[src/rtl/line_fill_engine_pkg.sv]
// line_fill_engine_pkg: shared types and constants for the line refill/writeback engine.
package line_fill_engine_pkg;
    localparam int ADDR_W         = 12;
    localparam int LINE_W         = 256;
    localparam int WORDS_PER_LINE = 4;
    localparam logic [ADDR_W-1:0] LINE_MASK = ~ADDR_W'(WORDS_PER_LINE - 1);
    localparam logic [7:0] WSTRB_ALL = 8'hFF;
    typedef enum logic [2:0] {IDLE, WB, RD, RDW, RESP} state_e;
endpackage

[src/rtl/line_fill_engine.sv]
// line_fill_engine: writes back a dirty victim line, then refills one line from RAM
// and hands it to the data cache.
module line_fill_engine
    import line_fill_engine_pkg::*;
#(
    parameter int ADDR_W = line_fill_engine_pkg::ADDR_W,
    parameter int LINE_W = line_fill_engine_pkg::LINE_W
) (
    input  logic              clk,
    input  logic              rst,
    input  logic              req_valid,
    output logic              req_ready,
    input  logic [ADDR_W-1:0] req_addr,
    input  logic              req_wb,
    input  logic [ADDR_W-1:0] req_wb_addr,
    input  logic [LINE_W-1:0] req_wb_data,
    output logic              resp_valid,
    input  logic              resp_ready,
    output logic [LINE_W-1:0] resp_data,
    output logic [ADDR_W-1:0] ram_axi_awaddr,
    output logic              ram_axi_awvalid,
    input  logic              ram_axi_awready,
    output logic [LINE_W-1:0] ram_axi_wdata,
    output logic [7:0]        ram_axi_wstrb,
    output logic              ram_axi_wvalid,
    input  logic              ram_axi_wready,
    output logic [ADDR_W-1:0] ram_axi_araddr,
    output logic              ram_axi_arvalid,
    input  logic              ram_axi_arready,
    input  logic [LINE_W-1:0] ram_axi_rdata,
    input  logic              ram_axi_rvalid,
    output logic              ram_axi_rready
);
    localparam logic [ADDR_W-1:0] ADDR_MASK = ~ADDR_W'(WORDS_PER_LINE - 1);

    state_e            state_q, state_d;
    logic [ADDR_W-1:0] awaddr_q, araddr_q;
    logic [LINE_W-1:0] wdata_q, line_q;

    assign req_ready       = state_q == IDLE;
    assign ram_axi_awvalid = state_q == WB;
    assign ram_axi_wvalid  = state_q == WB;
    assign ram_axi_arvalid = state_q == RD;
    assign ram_axi_rready  = state_q == RDW;
    assign resp_valid      = state_q == RESP;
    assign ram_axi_awaddr  = awaddr_q;
    assign ram_axi_wdata   = wdata_q;
    assign ram_axi_araddr  = araddr_q;
    assign ram_axi_wstrb   = WSTRB_ALL;
    assign resp_data       = line_q;

    always_comb begin
        state_d = state_q;
        unique case (state_q)
            IDLE:    state_d = req_valid ? (req_wb ? WB : RD) : IDLE;
            WB:      state_d = (ram_axi_awready && ram_axi_wvalid) ? RD : WB;
            RD:      state_d = ram_axi_arready ? RDW : RD;
            RDW:     state_d = ram_axi_rvalid ? RESP : RDW;
            RESP:    state_d = resp_ready ? IDLE : RESP;
            default: state_d = IDLE;
        endcase
    end

    always_ff @(posedge clk or negedge rst) begin
        if (!rst) begin
            state_q  <= IDLE;
            awaddr_q <= '0;
            araddr_q <= '0;
            wdata_q  <= '0;
            line_q   <= '0;
        end else begin
            state_q <= state_d;
            if (req_valid && req_ready) begin
                araddr_q <= req_addr & ADDR_MASK;
                if (req_wb) begin
                    awaddr_q <= req_wb_addr & ADDR_MASK;
                    wdata_q  <= req_wb_data;
                end
            end
            // rdata is only valid while the read address is being accepted
            if (state_q == RD && ram_axi_arready) line_q <= ram_axi_rdata;
        end
    end
endmodule

[config.mk]
export PLATFORM = sky130hd
export DESIGN_NAME = line_fill_engine
export DESIGN_NICKNAME = d
export VERILOG_FILES = /design/src/rtl/line_fill_engine_pkg.sv /design/src/rtl/line_fill_engine.sv
export SDC_FILE = /design/constraint.sdc
export NUM_CORES = 1
export LEC_CHECK = 0
export ABC_AREA = 1
export CAP_MARGIN = 30
export CELL_PAD_IN_SITES_DETAIL_PLACEMENT = 1
export CELL_PAD_IN_SITES_GLOBAL_PLACEMENT = 1
export CORE_AREA = 10 10 413 415
export CTS_CLUSTER_SIZE = 16
export DETAILED_ROUTE_END_ITERATION = 7
export DIE_AREA = 0 0 423 425
export PLACE_DENSITY_LB_ADDON = 0.1
export SLEW_MARGIN = 20
export SYNTH_ARGS = -nofsm -noshare
export SYNTH_HDL_FRONTEND = slang
export SYNTH_SLANG_ARGS = --single-unit
[constraint.sdc]
create_clock -name clk -period 1.7 [get_ports clk]
set_clock_uncertainty 0.15 [all_clocks]
set_input_delay 0.17 -clock clk [delete_from_list [all_inputs] [get_ports clk]]
set_output_delay 0.17 -clock clk [all_outputs]
set_load 0.05 [all_outputs]
==> impl_metrics.csv <==
group,metric,value,unit
synthesis,synth.area.top_cells,"dfrtp_1 (64%), nand2_1 (14%), nand3_1 (6.2%), inv_1 (5.0%), o21ai_0 (4.9%)",
synthesis,synth_top_area_cell,"dfrtp_1",
synthesis,synth-seq-area-share,63.7,%
die,dieArea,180000,um2
grt,grtUsageTotal,15.3,%
grt,overflow,0,
timing,hold_viol_final,0,
synthesis,ys.warnings.count,0,
die,rows,148,
timing,rsz0062_at_grt,"true",
timing,setup_ws,-0.386,ns
finish,fillers,18400,
synthesis,synth.ff_latch_count,535,
timing,final.setup.tns,-73.11,ns
timing,fmax,479,MHz
setup_path,crit_arrival,1.77,ns
job,maxCapViolations,0,
die,initial_utilization,13.0,%
timing,worstMarginPinSlew,0.640,ns
die,coreArea,162000,um2
finish,final_cell_mix,"nand2_1 (655), clkdlybuf4s50_1 (537), buf_4 (536)",
routing,detail-route-antenna-nets,0,
synthesis,ys_types,20,
finish,nNetsFinal,4613,
clock_network,clkLatencyLatePin,0.66,ns
routing,wl_met1,58.4,mm
status,status,"finished, violations left",
placed_design,post_dp_cell_area,34100,um2
power,power.density,2060,nW/um2
placed_design,place.gp.congestion,0.775,
hold_path,hp-class,"in2reg",
finish,area_delta_synth_final,121,%
grt,grt_pass1_vias,24600,
grt,grt_pass1_wl,199,mm
routing,routed_via_density,3.62,
setup_path,end_kind,"output port",
timing,drv_slew,0,
setup_path,crit_fanout,5,
routing,drc_errors,0,
die,io-pin-count,1095,
synthesis,synth_cells,2323,
power,ir_drop,842,uV
timing,layout_min_cycle_time,2.09,ns
synthesis,syn_area,21000,um2
timing,relSlewSlack,57.2,%
placed_design,numPortBuffers,1077,
grt,antenna_found_initial,19,
power,p_int,48.0,mW
clock_network,cts_tree,"built",
placed_design,dp_hpwl,106,mm
timing,final.period_utilization,123,%
setup_path,start_kind,"flop",
finish,layout-drive-gt1-share,29.4,%
die,die_y,425,um
routing,routed-wl-met2,78.2,mm
finish,mostFrequentLayoutCell,"nand2_1",
finish,design_area,46500,um2
power,leakage,22.4,nW
routing,drt_iter0_markers,969,
routing,route.met3.wl,7.62,mm
timing,setup_viol_count_final,522,
power,totalPowerFinal,96.0,mW
status,violations,"negative setup slack",
routing,drt_wl_total,150,mm
power,clock_power_share,17.4,%
clock_network,h-tree-depth,3,
routing,vias,22800,
power,switching_share,50.0,%
routing,wl_per_cell,23.7,um
grt,grt_max_degree,100,
routing,highest_layer,"met5",
clock_network,cts_buffers,77,
die,die_w,423,um
finish,postLayoutCoreUtil,28.7,%
synthesis,syn_area_per_cell,9.05,um2
power,p_seq_share,23.9,%
clock_network,clockBufferDepth,3,
power,p_switching,48.0,mW
clock_network,root_buffer,"clkbuf_16",
clock_network,cts_sinks,535,
routing,dr.pass1.iters,5,
synthesis,synth_top_area_share,63.7,%
power,p_comb_share,58.7,%
setup_path,crit_type,"reg2out",
clock_network,clk_pin_slew,0.06,ns
setup_path,cp.required,1.38,ns
-- final timing paths --
kind	from	endpoint	slack, ns	cells past startpoint
max	state_q[2]	ram_axi_wvalid	-0.39	4
min	req_wb_data[60]	ram_axi_wdata[60]	0.05	3
max reg2reg	state_q[0]	ram_axi_wdata[68]	-0.29	10
min reg2reg	resp_data[208]	resp_data[208]	0.32	2
max in group asynchronous	rst	ram_axi_wdata[73]	0.27	3
min in group asynchronous	rst	resp_data[206]	0.10	3
-- timing repair --
item | 4_1_cts | 5_1_grt
resized for setup | 104 | 587
setup buffers | 20 | 31
endpoints found under the setup margin | 406 | 537
cloned | 38 | 44
pin swaps | 6 | 68
hold buffers | 520 | 2
hold endpoints to repair | 1056 | 2
-- synthesized netlist by cell type --
master / n
nor3_4: 1
buf_1: 1
conb_1: 2
nor2_2: 1
nand3b_1: 1
nand2_1: 795
nand4_1: 1
clkbuf_1: 48
nor3_1: 1
buf_4: 33
o21ai_1: 71
dfrtp_1: 535
buf_2: 73
nor2_1: 3
nand3_1: 261
buf_6: 2
o21ai_0: 207
inv_2: 2
inv_1: 282
clkbuf_2: 3
-- through the flow --
stage | instances | hold WS (ns) | setup slack [ns]
finish | 6313 | 0.0512 | -0.386
global route | 6308 | 0.0272 | -0.491
CTS | 6232 | 0.00251 | -0.558
detailed placement | 5517 | -0.112 | -0.538
global placement | 5517 | -0.111 | -0.510
floorplan | 2333 | -0.276 | 0.0256
-- power by group through the flow --
stage          registers [mW]  logic [mW]  clock network (mW)
2_1_floorplan            42.1        7.94                   0
3_3_place_gp             22.6        48.8                   0
3_5_place_dp             22.5        49.0                   0
4_1_cts                  22.4        53.2                17.5
5_1_grt                  23.8        59.1                17.9
6_report                 23.0        56.3                16.7
-- logic make-up after synthesis --
group | after synthesis | share of synthesized area, %
other | 2 | 0.0357
buffers and inverters | 444 | 9.04
and+or+nand+nor | 1064 | 20.7
DFF | 535 | 63.7
AOI/OAI and AO/OA | 278 | 6.62
-- critical path, cell delays in order (launching register included) --
cell,delay (ns)
dfrtp_2,0.46
buf_6,0.15
nor3_4,0.20
buf_12,0.15
buf_12,0.13
-- registers in the layout, summed over array words and instances, names as in the netlist --
name and flops:
ram_axi_araddr 10, ram_axi_awaddr 10, ram_axi_wdata 256, resp_data 256, state_q 3
-- area by class of cell --
cell class	count	area, um2	area share [%]
flip-flops and latches	535	13400	28.8
repair buffers	1816	19300	41.4
clock inverters	18	256	0.551
diodes	12	30.0	0.0645
inverters	284	1070	2.30
well taps	2175	2720	5.85
clock buffers	119	2310	4.96
multi-input cells	1354	7480	16.1
-- layer usage --
layer | global-route usage [%] | vias up
met5 | 0 | -
met3 | 3.96 | 189
met4 | 5.36 | 6
met1 | 17.4 | 11300
met2 | 27.8 | 602
li1 | - | 10700
Note: power is estimated with default switching activity, not from simulation.
